<file path="src/rtl/stepper_pkg.sv">
// -----------------------------------------------------------------------------
// stepper_pkg
// Shared types and constants for the stepper sequence controller.
//   state_e       : controller state (IDLE, RUN)
//   PHASE_IDX_W   : width of the phase-table index
//   STEP_HALF/FULL: index increment per step in half-/full-step mode
//   PHASE_TABLE   : 8-entry coil pattern table, entry 0 = 4'b1000
//   phase_pattern : table lookup helper
// -----------------------------------------------------------------------------
package stepper_pkg;

  typedef enum logic {
    IDLE = 1'b0,
    RUN  = 1'b1
  } state_e;

  localparam int PHASE_IDX_W = 3;

  localparam logic [PHASE_IDX_W-1:0] STEP_HALF = 3'd1;
  localparam logic [PHASE_IDX_W-1:0] STEP_FULL = 3'd2;

  // Packed so that PHASE_TABLE[i] is entry i; listed from entry 7 down to 0.
  localparam logic [7:0][3:0] PHASE_TABLE = {
    4'b1001,  // 7
    4'b0001,  // 6
    4'b0011,  // 5
    4'b0010,  // 4
    4'b0110,  // 3
    4'b0100,  // 2
    4'b1100,  // 1
    4'b1000   // 0
  };

  function automatic logic [3:0] phase_pattern(input logic [PHASE_IDX_W-1:0] idx);
    return PHASE_TABLE[idx];
  endfunction

endpackage

</file>
<file path="src/rtl/stepper_seq_ctrl_if.sv">
// -----------------------------------------------------------------------------
// stepper_seq_ctrl_if
// Command/status and coil-pin bundle of the stepper sequence controller.
//   master : motion controller side (drives commands, reads status and coils)
//   slave  : stepper_seq_ctrl side
// Command : motor_enable, start, steps, dir, half_step, period, abort
// Status  : busy, done, steps_left, position
// Pins    : coil[3:0], coil_en
// -----------------------------------------------------------------------------
interface stepper_seq_ctrl_if #(
  parameter int DIV_W = 16,
  parameter int CNT_W = 16,
  parameter int POS_W = 24
);
  logic             motor_enable;
  logic             start;
  logic [CNT_W-1:0] steps;
  logic             dir;
  logic             half_step;
  logic [DIV_W-1:0] period;
  logic             abort;
  logic [3:0]       coil;
  logic             coil_en;
  logic             busy;
  logic             done;
  logic [CNT_W-1:0] steps_left;
  logic [POS_W-1:0] position;

  modport master (
    output motor_enable, start, steps, dir, half_step, period, abort,
    input  coil, coil_en, busy, done, steps_left, position
  );

  modport slave (
    input  motor_enable, start, steps, dir, half_step, period, abort,
    output coil, coil_en, busy, done, steps_left, position
  );
endinterface

</file>
<file path="src/rtl/stepper_seq_ctrl_step_timer.sv">
// -----------------------------------------------------------------------------
// step_timer
// Step-rate divider. load clears the count and latches max(period,1); while en
// is high the count runs 0..P-1 and tick pulses combinationally on the cycle
// whose clock edge completes a period. With en low the count is frozen.
// Ports: clk, reset (async, active-high), load, period[DIV_W], en, tick.
// -----------------------------------------------------------------------------
module step_timer #(
  parameter int DIV_W = 16
) (
  input  logic             clk,
  input  logic             reset,
  input  logic             load,
  input  logic [DIV_W-1:0] period,
  input  logic             en,
  output logic             tick
);

  logic [DIV_W-1:0] cnt_q, cnt_d;
  logic [DIV_W-1:0] per_q, per_d;

  assign tick = en && !load && (cnt_q == per_q - DIV_W'(1));

  // NOTE: every signal written in always_comb gets a default first, so no
  // path leaves it unassigned and no latch is inferred.
  always_comb begin
    cnt_d = cnt_q;
    per_d = per_q;
    if (load) begin
      cnt_d = '0;
      per_d = (period == '0) ? DIV_W'(1) : period;
    end else if (en) begin
      cnt_d = tick ? '0 : cnt_q + DIV_W'(1);
    end
  end

  // NOTE: sequential state uses non-blocking assignments only, so every flop
  // samples the pre-edge values regardless of statement order.
  always_ff @(posedge clk or posedge reset) begin
    if (reset) begin
      cnt_q <= '0;
      per_q <= DIV_W'(1);
    end else begin
      cnt_q <= cnt_d;
      per_q <= per_d;
    end
  end

endmodule

</file>
<file path="src/rtl/stepper_seq_ctrl.sv">
// -----------------------------------------------------------------------------
// stepper_seq_ctrl
// 4-coil stepper sequencer: accepts a move (steps, dir, half/full, period),
// steps through the 8-entry phase table at one step per period, tracks
// remaining steps and a signed position, and reports busy/done.
// Ports: clk, reset (async, active-high), bus (stepper_seq_ctrl_if.slave).
// All outputs are registered.
// Build option: STEPPER_HOLD_EN -- when defined, IDLE with motor_enable=1
// keeps the last pattern energised (holding torque) once a step has been made.
// -----------------------------------------------------------------------------
module stepper_seq_ctrl
  import stepper_pkg::*;
#(
  parameter int DIV_W = 16,
  parameter int CNT_W = 16,
  parameter int POS_W = 24
) (
  input  logic               clk,
  input  logic               reset,
  stepper_seq_ctrl_if.slave  bus
);

  state_e                 state_q, state_d;
  logic [PHASE_IDX_W-1:0] idx_q, idx_d;
  logic                   dir_q, dir_d;
  logic                   half_q, half_d;
  logic [3:0]             coil_q, coil_d;
  logic                   coil_en_q, coil_en_d;
  logic                   busy_q, busy_d;
  logic                   done_q, done_d;
  logic [CNT_W-1:0]       steps_left_q, steps_left_d;
  logic [POS_W-1:0]       position_q, position_d;
`ifdef STEPPER_HOLD_EN
  logic                   hold_ok_q, hold_ok_d;
`endif

  logic                   timer_load;
  logic                   timer_en;
  logic                   tick;
  logic [PHASE_IDX_W-1:0] step_size;
  logic [PHASE_IDX_W-1:0] idx_next;
  logic                   energise;

  assign timer_load = (state_q == IDLE) && bus.start && (bus.steps != '0);
  assign timer_en   = (state_q == RUN) && bus.motor_enable;

  step_timer #(.DIV_W(DIV_W)) u_step_timer (
    .clk    (clk),
    .reset  (reset),
    .load   (timer_load),
    .period (bus.period),
    .en     (timer_en),
    .tick   (tick)
  );

  // 3-bit arithmetic gives the modulo-8 wrap for free.
  assign step_size = half_q ? STEP_HALF : STEP_FULL;
  assign idx_next  = dir_q ? (idx_q - step_size) : (idx_q + step_size);

  always_comb begin
    state_d      = state_q;
    idx_d        = idx_q;
    dir_d        = dir_q;
    half_d       = half_q;
    busy_d       = busy_q;
    done_d       = 1'b0;
    steps_left_d = steps_left_q;
    position_d   = position_q;

    unique case (state_q)
      IDLE: begin
        if (bus.start) begin
          if (bus.steps != '0) begin
            state_d      = RUN;
            busy_d       = 1'b1;
            steps_left_d = bus.steps;
            dir_d        = bus.dir;
            half_d       = bus.half_step;
          end else begin
            done_d = 1'b1;
          end
        end
      end
      RUN: begin
        if (tick) begin
          idx_d        = idx_next;
          steps_left_d = steps_left_q - CNT_W'(1);
          position_d   = dir_q ? (position_q - POS_W'(1)) : (position_q + POS_W'(1));
          if (steps_left_q == CNT_W'(1)) begin
            state_d = IDLE;
            busy_d  = 1'b0;
            done_d  = 1'b1;
          end
        end
        // A coincident step is still applied above; only the move ends here.
        if (bus.abort) begin
          state_d = IDLE;
          busy_d  = 1'b0;
        end
      end
      default: state_d = IDLE;
    endcase

    // The step edge always shows the new pattern, even when it ends the move.
`ifdef STEPPER_HOLD_EN
    hold_ok_d = hold_ok_q || tick;
    energise  = bus.motor_enable && ((state_d == RUN) || tick || hold_ok_d);
`else
    energise  = bus.motor_enable && ((state_d == RUN) || tick);
`endif
    coil_d    = energise ? phase_pattern(idx_d) : 4'b0000;
    coil_en_d = energise;
  end

  always_ff @(posedge clk or posedge reset) begin
    if (reset) begin
      state_q      <= IDLE;
      idx_q        <= '0;
      dir_q        <= 1'b0;
      half_q       <= 1'b0;
      coil_q       <= '0;
      coil_en_q    <= 1'b0;
      busy_q       <= 1'b0;
      done_q       <= 1'b0;
      steps_left_q <= '0;
      position_q   <= '0;
`ifdef STEPPER_HOLD_EN
      hold_ok_q    <= 1'b0;
`endif
    end else begin
      state_q      <= state_d;
      idx_q        <= idx_d;
      dir_q        <= dir_d;
      half_q       <= half_d;
      coil_q       <= coil_d;
      coil_en_q    <= coil_en_d;
      busy_q       <= busy_d;
      done_q       <= done_d;
      steps_left_q <= steps_left_d;
      position_q   <= position_d;
`ifdef STEPPER_HOLD_EN
      hold_ok_q    <= hold_ok_d;
`endif
    end
  end

  assign bus.coil       = coil_q;
  assign bus.coil_en    = coil_en_q;
  assign bus.busy       = busy_q;
  assign bus.done       = done_q;
  assign bus.steps_left = steps_left_q;
  assign bus.position   = position_q;

endmodule

</file>
<file path="src/flat_wrapper.sv">
// flat-port wrapper written by rule: the top's interface ports become plain ports
module stepper_seq_ctrl_flat import stepper_pkg::*;
#(
  parameter int DIV_W = 16,
  parameter int CNT_W = 16,
  parameter int POS_W = 24
)
  (clk, reset, bus_motor_enable, bus_start, bus_steps, bus_dir, bus_half_step, bus_period, bus_abort, bus_coil, bus_coil_en, bus_busy, bus_done, bus_steps_left, bus_position);
  stepper_seq_ctrl_if #(.DIV_W(DIV_W), .CNT_W(CNT_W), .POS_W(POS_W)) bus_i ();
  input  logic clk;
  input  logic reset;
  input wire logic [$bits(bus_i.motor_enable)-1:0] bus_motor_enable;
  input wire logic [$bits(bus_i.start)-1:0] bus_start;
  input wire logic [$bits(bus_i.steps)-1:0] bus_steps;
  input wire logic [$bits(bus_i.dir)-1:0] bus_dir;
  input wire logic [$bits(bus_i.half_step)-1:0] bus_half_step;
  input wire logic [$bits(bus_i.period)-1:0] bus_period;
  input wire logic [$bits(bus_i.abort)-1:0] bus_abort;
  output wire logic [$bits(bus_i.coil)-1:0] bus_coil;
  output wire logic [$bits(bus_i.coil_en)-1:0] bus_coil_en;
  output wire logic [$bits(bus_i.busy)-1:0] bus_busy;
  output wire logic [$bits(bus_i.done)-1:0] bus_done;
  output wire logic [$bits(bus_i.steps_left)-1:0] bus_steps_left;
  output wire logic [$bits(bus_i.position)-1:0] bus_position;
  assign bus_i.motor_enable = bus_motor_enable;
  assign bus_i.start = bus_start;
  assign bus_i.steps = bus_steps;
  assign bus_i.dir = bus_dir;
  assign bus_i.half_step = bus_half_step;
  assign bus_i.period = bus_period;
  assign bus_i.abort = bus_abort;
  assign bus_coil = bus_i.coil;
  assign bus_coil_en = bus_i.coil_en;
  assign bus_busy = bus_i.busy;
  assign bus_done = bus_i.done;
  assign bus_steps_left = bus_i.steps_left;
  assign bus_position = bus_i.position;
  stepper_seq_ctrl #(.DIV_W(DIV_W), .CNT_W(CNT_W), .POS_W(POS_W)) u_core (.clk(clk), .reset(reset), .bus(bus_i));
endmodule
</file>
<file path="config.mk">
export PLATFORM = sky130hd
export DESIGN_NAME = stepper_seq_ctrl_flat
export DESIGN_NICKNAME = d
export VERILOG_FILES = /design/src/rtl/stepper_pkg.sv /design/src/rtl/stepper_seq_ctrl_if.sv /design/src/rtl/stepper_seq_ctrl_step_timer.sv /design/src/rtl/stepper_seq_ctrl.sv /design/src/flat_wrapper.sv
export SDC_FILE = /design/constraint.sdc
export NUM_CORES = 1
export LEC_CHECK = 0
export CORE_MARGIN = 2
export CORE_UTILIZATION = 59
export DETAILED_ROUTE_END_ITERATION = 8
export PLACE_DENSITY_LB_ADDON = 0.25
export SETUP_SLACK_MARGIN = 0.02
export SLEW_MARGIN = 15
export SYNTH_ARGS = -nofsm -noshare
export SYNTH_HDL_FRONTEND = slang
export SYNTH_SLANG_ARGS = --single-unit
</file>
<file path="constraint.sdc">
create_clock -name clk -period 6.4 [get_ports clk]
set_clock_uncertainty 0.2 [all_clocks]
set_input_delay 1.28 -clock clk [delete_from_list [all_inputs] [get_ports clk]]
set_output_delay 1.28 -clock clk [all_outputs]
set_load 0.03 [all_outputs]
</file>
==> metrics.md, run 1 <==
| Metric | Value |
|---|---|
| Run status | complete, no violations |
| Core area | 9330 um2 |
| GPL Wtd Cong | 0.908 |
| Share of cells above drive strength 1 | 7.50% |
| Reg clk slew, reported paths | 80 ps |
| Vias/cell | 6.02 |
| Overall die area | 10500 um2 |
| Worst EP arrival | 4240 ps |
| Clock root buffer | clkbuf_8 |
| FF-to-FF Start | u_core.u_step_timer.per_q[2] |
| Worst slew pin tran | 1100 ps |
| Sequential element share of the synthesized area | 37.3% |
| Peak VDD IR | 0.163 mV |
| CP Class | in2reg |
| Hold Crit Class | reg2reg |
| Routed vias | 5107 |
| Share of the synthesized area in the top cell type | 36.8% |
| CP Launch Type | primary input |
| Clock network power share | 22.2% |
| Ranking of synthesized cells by area | dfrtp_1, ha_1, o21ai_0 |
| EDFF count, synth | 0 |
| Switching share of total power | 38.3% |
| Predominant post-synthesis flop cell | dfrtp_1 |
| Design internal power | 1.06 mW |
| Fin cells | 849 |
| Max Clock Freq | 0.239 GHz |
| Post-route DRC | 0 |
| WL/cell | 16.1 um |
| Comb power frac | 34.7% |
| Depth of the worst register-to-register path | 8 |
| Postcts setup bufs | 0 |
| Slew Viols, Final | 0 |
| Ant. Diodes | 0 |
| Critical path launch point | bus_motor_enable |
| Async SR Flop Fraction | 100% |
| Kind of end point of the critical path | flip-flop |
| Worst EP required | 6460 ps |
| Clock sinks | 85 |
| PwrDens | 250 nW/um2 |
| Syn-to-layout area delta | 19.9% |
| Unrepaired setup endpoints after global routing | false |
| Post-DP HPWL | 10000 um |
| Flops & latches, synth | 85 |
| Synth Area per Inst | 8.95 um2 |
| Total number of yosys warnings | 0 |
| Slew HR | 26.6% |
| Final hold vios | 0 |
| Syn Nets | 706 |
| CTS tree | built |
| Port Buf Inserts | 85 |
| CTS Hold Bufs | 0 |
| Final setup viols | 0 |
| Initial antenna violation count | 0 |
| Met3 Use GR | 6.02% |
| Gr usage total | 28.1% |
| Initial core utilization | 61.2% |
| Cell count after placement | 833 |
| Clock Tree Buf Depth | 2 |
| Synthesized instance count | 638 |
| Reg2Reg Capture Point | u_core.u_step_timer.cnt_q[11] |
| Overflow after GRT | 0 |
| Part of the cycle the worst path needs | 65.4% |
| Pin count of the biggest net entering global routing | 44 |
| R2R Setup Slk | 2330 ps |
| H-tree lvl count | 3 |
| Insertion delay to the later sink of the worst-skew pair | 370 ps |
| Synthesized area | 5710 um2 |
| Die H | 102 um |
| Post-CTS sizing | 0 |
| Setup TNS | 0 ps |
| Fin Hold WS | 272 ps |
| Met2 usage | 48.0% |
| Critical path endpoint | u_core.u_step_timer.cnt_q[11] |
| Switching power | 0.655 mW |
| Nets | 783 |
| Drt first pass iters | 5 |
| First-pass GRT wire length | 23500 um |
| Yosys cell types | 66 |
| Die Width | 102 um |
| Leak | 2.97 nW |
| Wirelength, routed | 13700 um |
| Yosys top cell by area | dfrtp_1 |
| Total CTS buffers | 9 |
| Hold_sp | u_core.bus.position[23] |
| Flop pwr share | 43.1% |
| Min Clock Period, post-route | 4180 ps |
| FP Rows | 35 |
| Final ANT Viol Nets | 0 |
| Maxcap violations | 0 |
| Max FO, Critical Path | 27 |
| Vias in the first global route | 5034 |
| Drt initial violations | 228 |
| Met1 usage in global routing | 36.7% |
| Busiest metal layer after global routing | met2 |
| Ports | 86 |
==> cell families after synthesis <==
logic type                 after synthesis  synth area share, %
xor gates and xnor gates                41                 6.42
and+or+nand+nor                        224                 19.9
buffers and inverters                   41                 2.98
adders and majority gates               29                 6.62
DFF                                     85                 37.3
muxes                                   29                 5.76
AOI/OAI and AO/OA                      189                 21.1
==> through the flow <==
| step | setup slack, ps | area, um2 | utilization, % | power (mW) |
|---|---|---|---|---|
| 2_1_floorplan | 2730 | 5710 | - | 1.13 |
| 3_3_place_gp | 2010 | 6650 | 71.3 | 1.31 |
| 3_5_place_dp | 1860 | 6650 | 71.3 | 1.34 |
| 4_1_cts | 2250 | 6850 | 73.4 | 1.72 |
| 5_1_grt | 1980 | 6850 | 73.4 | 1.82 |
| 6_report | 2220 | 6850 | 73.4 | 1.71 |
==> registers in the layout (all words and copies together), names as in the netlist, 3 cells and up <==
name and cells:
u_core.idx_q 3, u_core.bus.coil 4, u_core.bus.steps_left 16, u_core.bus.position 24, u_core.u_step_timer.per_q 16, u_core.u_step_timer.cnt_q 16
==> power groups by stage <==
stage | combinational [mW] | clock [mW] | sequential [mW]
global route | 0.658 | 0.411 | 0.754
detailed placement | 0.590 | 0 | 0.746
global placement | 0.574 | 0 | 0.740
floorplan | 0.353 | 0 | 0.780
finish | 0.594 | 0.380 | 0.739
CTS | 0.593 | 0.389 | 0.736
==> how the worst min path moves through the flow <==
stage                                               end  slack, ps  cells after the start
after floorplan           u_core.u_step_timer.cnt_q[15]        290                      1
after global placement          u_core.bus.position[23]        260                      1
after detailed placement        u_core.bus.position[23]        260                      1
after CTS                       u_core.bus.position[23]        280                      1
after global routing            u_core.bus.position[23]        300                      1
final                           u_core.bus.position[23]        270                      1
==> metal layers <==
metal,wire length (um),up-vias
met5,0,-
met3,694,21
li1,-,2495
met2,6660,148
met1,6120,2443
met4,216,0
==> worst max-delay path, stage by stage <==
cell and delay [ps]:
clkdlybuf4s50_1 610, nand4_1 140, nor4_1 300, o2111ai_1 210, a2111oi_4 770, nand3b_2 550
o21ai_0 180, a21o_1 190
==> cells in the mapped netlist (4+ instances only) <==
| master | n |
|---|---|
| mux2i_1 | 7 |
| nand2b_1 | 7 |
| ha_1 | 27 |
| nor4_1 | 18 |
| and3_1 | 9 |
| nand3_1 | 14 |
| and2_1 | 6 |
| xnor2_1 | 15 |
| dfrtp_1 | 84 |
| o22ai_1 | 4 |
| nor2b_1 | 13 |
| buf_2 | 4 |
| o22a_1 | 9 |
| a211oi_1 | 6 |
| nor2_1 | 49 |
| xor2_1 | 25 |
| nand2_1 | 60 |
| a21o_1 | 17 |
| a21oi_1 | 38 |
| a31oi_1 | 8 |
| o21ai_0 | 59 |
| mux2_2 | 21 |
| o21a_1 | 8 |
| nor3_1 | 16 |
| o211ai_1 | 5 |
| or3_1 | 4 |
| nor3b_1 | 9 |
| nand4_1 | 4 |
| clkbuf_1 | 13 |
| inv_1 | 18 |
| o21ai_1 | 8 |
==> placed cells by master (no fill, tap or decap), types with 5 or more instances in the layout <==
cell type	synthesis	layout
a31oi_1	8	8
nand2_1	60	60
xnor2_1	15	15
a21oi_1	38	38
a21o_1	17	17
nor2b_1	13	12
nor3_1	16	16
o211ai_1	5	5
o22a_1	9	9
xor2_1	25	25
o21ai_1	8	8
nand3_1	14	14
o21a_1	8	8
mux2i_1	7	7
inv_1	18	17
o21ai_0	59	59
ha_1	27	27
mux2_2	21	21
a211oi_1	6	6
nor2_1	49	49
dfrtp_1	84	84
nor4_1	18	18
nand2b_1	7	7
clkdlybuf4s50_1	0	85
and3_1	9	9
clkbuf_8	0	9
nor3b_1	9	9
and2_1	6	6
==> cell type report <==
type	instances	area (um2)
sequential	85	2130
timing repair buffer	89	881
inverter	18	68.8
fill	710	2480
tap	129	161
multi-input combinational	512	3410
clock inverter	6	63.8
clock buffer	10	128
Note: power is estimated with default switching activity, not from simulation.
==> inputs of run 2 (changes only) <==
--- a/config.mk
+++ b/config.mk
@@ -6,7 +6,7 @@
 export NUM_CORES = 1
 export LEC_CHECK = 0
 export CORE_MARGIN = 2
-export CORE_UTILIZATION = 59
+export CORE_UTILIZATION = 50
 export DETAILED_ROUTE_END_ITERATION = 8
 export PLACE_DENSITY_LB_ADDON = 0.25
 export SETUP_SLACK_MARGIN = 0.02
==> constraint.sdc (replaced) <==
create_clock -name clk -period 3.4 [get_ports clk]
set_clock_uncertainty 0.2 [all_clocks]
set_input_delay 0.68 -clock clk [delete_from_list [all_inputs] [get_ports clk]]
set_output_delay 0.68 -clock clk [all_outputs]
set_load 0.03 [all_outputs]
==> metrics.md, run 2 (synthesized netlist as in run 1, its figures left out) <==
| Metric | Value |
|---|---|
| Post-route DRC | 0 (unchanged) |
| Max FO, Critical Path | 11 (-59%) |
| Unrepaired setup endpoints after global routing | false |
| Part of the cycle the worst path needs | 95.5% |
| Worst EP required | 3450 ps (-3010 ps) |
| Die Width | 111 um (+8.3%) |
| Cell count after placement | 868 (+4.2%) |
| Reg clk slew, reported paths | 60 ps (-20 ps) |
| Initial core utilization | 50.7% (-11 points) |
| Drt initial violations | 403 (+77%) |
| Top Family by Delay on Critical Path | simple AND/OR/NAND/NOR gates |
| Vias in the first global route | 5039 (+0.099%) |
| CTS tree | built |
| Overall die area | 12300 um2 (+17%) |
| Clock sinks | 85 (unchanged) |
| Wirelength, routed | 14900 um (+9.0%) |
| Largest register FFs | 24 (unchanged) |
| CP Class | reg2reg |
| Hold Crit Class | reg2reg |
| Clock Tree Buf Depth | 2 (unchanged) |
| Count of buffer and inverter cells on the critical path | 4 (+3) |
| Share of cells above drive strength 1 | 12.2% (+4.7 points) |
| Nets | 810 (+3.4%) |
| Slew Viols, Final | 0 (unchanged) |
| Commonest cells after routing, fill and taps aside | clkdlybuf4s50_1, dfrtp_1, nand2_1 |
| Routed vias | 5169 (+1.2%) |
| Insertion delay to the later sink of the worst-skew pair | 340 ps (-30 ps) |
| GPL Wtd Cong | 0.927 (+2.2%) |
| Drt first pass iters | 5 (unchanged) |
| Port Buf Inserts | 85 (unchanged) |
| Post-DP HPWL | 10800 um (+7.5%) |
| First-pass GRT wire length | 24400 um (+3.8%) |
| Initial antenna violation count | 0 (unchanged) |
| Setup ws final | 154 ps (-2060 ps) |
| WL/cell | 16.8 um (+4.0%) |
| Final setup viols | 0 (unchanged) |
| Die H | 111 um (+8.3%) |
| Min Clock Period, post-route | 3250 ps |
| Final hold vios | 0 (unchanged) |
| Critical Path, Cell by Cell | inv_1, ha_4, or4b_4, nor4_4, o311a_1, o2bb2ai_2, a2111oi_4, buf_4, buf_12, or2_4, buf_6, nor2_1, a211oi_1 |
| Syn-to-layout area delta | 29.0% |
| CP Launch Type | flip-flop |
| Vias/cell | 5.81 (-3.4%) |
| Worst EP arrival | 3300 ps (-940 ps) |
| Kind of end point of the critical path | flip-flop |
| Commonest non-fill, non-tap cell in the layout | clkdlybuf4s50_1 |
| Worst slew pin tran | 592 ps (-509 ps) |
| Gr usage total | 24.1% (-4.0 points) |
| CP max stage cell | or4b_4 |
| Place WS | 26.2 ps (-1840 ps) |
| Core area | 11300 um2 (+21%) |
| Overflow after GRT | 0 (unchanged) |
| Run status | complete, no violations |
| FP Rows | 39 (+11%) |
| Max Clock Freq | 0.308 GHz |
| Peak VDD IR | 0.283 mV (+74%) |
| Clock root buffer | clkbuf_16 |
| H-tree lvl count | 3 (unchanged) |
| Pin count of the biggest net entering global routing | 86 (+95%) |
| Largest stage delay on the critical path | 510 ps (-260 ps) |
| Fin cells | 890 (+4.8%) |
| Maxcap violations | 0 (unchanged) |
| Ports | 86 (unchanged) |
| Ant. Diodes | 0 (unchanged) |
| Final ANT Viol Nets | 0 (unchanged) |
| Slew HR | 60.1% (+34 points) |
| Setup TNS | 0 ps (unchanged) |
| Leak | 3.23 nW (+8.7%) |
| Total CTS buffers | 9 (unchanged) |
| PwrDens | 505 nW/um2 (+100%) |
| CTS Hold Bufs | 0 (unchanged) |
==> run 2: path summary, 6_finish.rpt <==
path / from / to / slack [ps] / cells after the start
min in group asynchronous: reset / u_core.bus.steps_left[9] / 560 / 3
setup / recovery: u_core.u_step_timer.per_q[1] / u_core.bus.steps_left[15] / 150 / 13
setup reg to reg: u_core.u_step_timer.per_q[1] / u_core.bus.steps_left[15] / 150 / 13
max in group asynchronous: reset / u_core.u_step_timer.per_q[0] / 2090 / 3
hold reg to reg: u_core.bus.position[23] / u_core.bus.position[23] / 280 / 1
hold / removal: u_core.bus.position[23] / u_core.bus.position[23] / 280 / 1
==> run 2: final cells by class <==
cell class | instances | area, um2
Sequential cell | 85 | 2130
Inverter | 18 | 68.8
Clock buffer | 9 | 225
Clock inverter | 7 | 98.8
Timing Repair Buffer | 116 | 1170
Multi-Input combinational cell | 512 | 3500
Fill cell | 955 | 3910
Tap cell | 143 | 179
==> run 2: metrics by stage <==
stage	util [%]	hold WS (ps)	total power, mW	cell area, um2
5_1_grt	65.3	307	3.91	7360
3_3_place_gp	61.1	256	2.56	6890
6_report	65.3	280	3.72	7360
2_1_floorplan	-	293	2.13	5710
4_1_cts	64.1	280	3.68	7220
3_5_place_dp	61.1	270	2.59	6890
==> run 2: metal layers <==
metal  track usage (%)  vias up  routed length [um]
met5                 0        -                   0
met4              9.33        0                 283
li1                  -     2543                   -
met2              39.1      120                6960
met3              4.81       24                 629
met1              32.0     2482                7060
==> run 2: report_power, final <==
part,switching [mW],total (mW),internal [mW]
clock network,0.424,1.07,0.647
logic,0.719,1.30,0.582
registers,0.194,1.34,1.15
total,1.34,3.72,2.38
==> run 2: what timing repair did <==
item	CTS	global route
pin swaps	1	5
resized for setup	0	16
setup buffers	1	3
endpoints found under the setup margin	3	39
gates cloned	0	2
==> inputs of run 3 (changes only) <==
--- a/config.mk
+++ b/config.mk
@@ -5,8 +5,10 @@
 export SDC_FILE = /design/constraint.sdc
 export NUM_CORES = 1
 export LEC_CHECK = 0
+export ABC_AREA = 1
 export CORE_MARGIN = 2
-export CORE_UTILIZATION = 50
+export CORE_UTILIZATION = 60
+export CTS_CLUSTER_DIAMETER = 60
 export DETAILED_ROUTE_END_ITERATION = 8
 export PLACE_DENSITY_LB_ADDON = 0.25
 export SETUP_SLACK_MARGIN = 0.02
==> constraint.sdc (replaced) <==
create_clock -name clk -period 3.8 [get_ports clk]
set_clock_uncertainty 0.2 [all_clocks]
set_input_delay 0.76 -clock clk [delete_from_list [all_inputs] [get_ports clk]]
set_output_delay 0.76 -clock clk [all_outputs]
set_load 0.03 [all_outputs]
==> metrics.md, run 3 <==
| Metric | Value |
|---|---|
| Count of buffer and inverter cells on the critical path | 1 (-3) |
| Pin count of the biggest net entering global routing | 48 (-44%) |
| Highest Signal Layer | met4 |
| Fillers | 800 (-16%) |
| Drt initial violations | 353 (-12%) |
| Clock sinks | 85 (unchanged) |
| Wirelength, routed | 16100 um (+8.1%) |
| WL/cell | 15.0 um (-11%) |
| Routed wl met2 | 7940 um (+14%) |
| Initial antenna violation count | 0 (unchanged) |
| DR WL met3 | 811 um (+29%) |
| Core area | 9820 um2 (-13%) |
| Fin Hold WS | 322 ps (+41.9 ps) |
| Synthesized area | 6120 um2 (+7.3%) |
| Run status | complete, no violations |
| Worst slew pin tran | 869 ps (+276 ps) |
| Final Cell Area | 7280 um2 (-1.2%) |
| Vias/cell | 5.66 (-2.5%) |
| Share of the synthesized area in the top cell type | 34.3% (-2.5 points) |
| Overall die area | 11000 um2 (-10%) |
| Part of the cycle the worst path needs | 84.5% (-11 points) |
| Max Clock Freq | 0.312 GHz (+1.1%) |
| Leak | 3.48 nW (+7.8%) |
| Clock Tree Buf Depth | 2 (unchanged) |
| FP Rows | 36 (-7.7%) |
| First-pass GRT wire length | 27800 um (+14%) |
| Slew HR | 42.1% (-18 points) |
| Die Width | 105 um (-5.3%) |
| Post-layout power | 3.01 mW (-19%) |
| Post-route DRC | 0 (unchanged) |
| CTS Hold Bufs | 0 (unchanged) |
| Area occupied by multi-input gates | 3520 um2 (+0.61%) |
| Total CTS buffers | 9 (unchanged) |
| CP Class | reg2reg |
| Final hold vios | 0 (unchanged) |
| Worst EP arrival | 3320 ps (+20 ps) |
| Post-DP HPWL | 12600 um (+17%) |
| H-tree lvl count | 3 (unchanged) |
| Commonest cells after routing, fill and taps aside | nand2_1, inv_1, clkdlybuf4s50_1 |
| Ant. Diodes | 0 (unchanged) |
| Reg clk slew, reported paths | 80 ps (+20 ps) |
| Peak VDD IR | 0.233 mV (-18%) |
| Syn-to-layout area delta | 18.9% |
| Min Clock Period, post-route | 3210 ps (-36.1 ps) |
| Synth Area per Inst | 7.16 um2 (-20%) |
| Nets | 1009 (+25%) |
| Routed vias | 6108 (+18%) |
| Largest register FFs | 24 (unchanged) |
| Port Buf Inserts | 85 (unchanged) |
| Post-CTS sizing | 0 (unchanged) |
| Final setup viols | 0 (unchanged) |
| Synth top cells by count | nand2_1, inv_1, dfrtp_1 |
| Most frequent CP cell | nand2_1 |
| Insertion delay to the later sink of the worst-skew pair | 370 ps (+30 ps) |
| Predominant post-synthesis flop cell | dfrtp_1 |
| Ranking of synthesized cells by area | dfrtp_1, nand2_1, inv_1 |
| Maxcap violations | 0 (unchanged) |
| Top Family by Delay on Critical Path | compound AO/OA/AOI/OAI gates |
| Dpl cell area | 7100 um2 (+3.1%) |
| Final ANT Viol Nets | 0 (unchanged) |
| Clock root buffer | clkbuf_8 |
| GPL Wtd Cong | 0.930 (+0.23%) |
| Reg area | 2130 um2 (unchanged) |
| Yosys top cell by area | dfrtp_1 |
| Syn Nets | 923 (+31%) |
| CP max stage cell | dfrtp_1 |
| Die H | 105 um (-5.3%) |
| Sequential element share of the synthesized area | 34.7% (-2.5 points) |
| Initial core utilization | 62.4% (+12 points) |
| WL met1 | 6810 um (-3.6%) |
| Postcts setup bufs | 0 (-1) |
| Count leader, synth | nand2_1 |
| Max FO, Critical Path | 14 (+3) |
| Total number of yosys warnings | 0 (unchanged) |
| Critical Path, Cell by Cell | inv_1, fa_1, o21ai_0, a21boi_0, o21ai_0, nand2_1, nand2_1, nand3_1, nand2_1, xor2_1, nand2_1, nand2_1 |
| EDFF count, synth | 0 (unchanged) |
| Setup TNS | 0 ps (unchanged) |
| Commonest non-fill, non-tap cell in the layout | nand2_1 |
| Async SR Flop Fraction | 100% (unchanged) |
| Kind of end point of the critical path | flip-flop |
| Vias in the first global route | 6095 (+21%) |
| Unrepaired setup endpoints after global routing | false |
| Largest stage delay on the critical path | 660 ps (+150 ps) |
| Slew Viols, Final | 0 (unchanged) |
| Synthesized instance count | 855 (+34%) |
| Flops & latches, synth | 85 (unchanged) |
| CTS tree | built |
| Overflow after GRT | 0 (unchanged) |
| Share of cells above drive strength 1 | 6.77% (-5.4 points) |
| PwrDens | 413 nW/um2 (-18%) |
| Yosys cell types | 49 (-26%) |
| Drt first pass iters | 5 (unchanged) |
| Worst EP required | 3910 ps (+460 ps) |
| Ports | 86 (unchanged) |
| CP Launch Type | flip-flop |
| Hold Crit Class | reg2reg |
| Gr usage total | 30.9% (+6.8 points) |
==> run 3: cell types whose count changed after synthesis, sizes merged, moves of 8 or more <==
cell	before	now
nand2	61	253
inv	18	99
nand3	14	53
nor2	49	87
mux2	21	0
a21o	17	1
nor2b	13	0
and3	9	0
nor3b	9	0
o22a	9	0
nor4	19	11
==> run 3: logic make-up after synthesis <==
logic type	after synthesis	share of synthesized area (%)
xor+xnor	45	6.44
buf+inv	117	7.82
flops	85	34.7
fa+ha+maj	29	6.17
simple gates	437	31.0
compound gates	142	13.8
==> run 3: worst reg2reg max path: cells and delay by family, from the launching register on <==
family	cells	cell delay, ps
and+or+nand+nor	6	550
AOI/OAI and AO/OA	3	970
adders and majority gates	1	420
buffers and inverters	1	170
DFF	1	660
xor gates and xnor gates	1	170
==> run 3: per-layer routing <==
layer / up-vias / global-route usage [%]
met1: 2866 / 38.1
met4: 0 / 15.2
met3: 48 / 3.99
met5: - / 0
li1: 2982 / -
met2: 212 / 53.3
==> run 3: final cells by class <==
class | count | share of cell area (%)
timing repair buffer | 92 | 12.6
sequential | 85 | 29.2
multi-input combinational | 653 | 48.3
clock inverter | 7 | 0.705
clock buffer | 9 | 1.70
inverter | 100 | 5.17
tap | 133 | 2.29
==> run 3: stage by stage <==
step / utilization (%) / instances / worst slack (ps)
floorplan: - / 855 / 648
detailed placement: 72.3 / 1063 / 403
CTS: 74.1 / 1079 / 635
global placement: 72.3 / 1063 / 465
finish: 74.1 / 1079 / 590
global route: 74.1 / 1079 / 291
==> run 3: power breakdown <==
| group | total [mW] | internal [mW] | switching, mW |
|---|---|---|---|
| Sequential | 1.18 | 1.02 | 0.162 |
| Clock | 0.598 | 0.240 | 0.359 |
| Combinational | 1.23 | 0.452 | 0.774 |
| Total | 3.01 | 1.71 | 1.30 |
==> run 3: final timing paths <==
kind / endpoint / start / slack, ps / depth (start not counted)
min reg2reg: u_core.half_q / u_core.half_q / 320 / 2
max reg2reg: u_core.bus.position[20] / u_core.dir_q / 590 / 12
max in group asynchronous: u_core.u_step_timer.per_q[5] / reset / 2080 / 3
max: u_core.bus.position[20] / u_core.dir_q / 590 / 12
min: u_core.half_q / u_core.half_q / 320 / 2
min in group asynchronous: u_core.bus.steps_left[3] / reset / 650 / 2
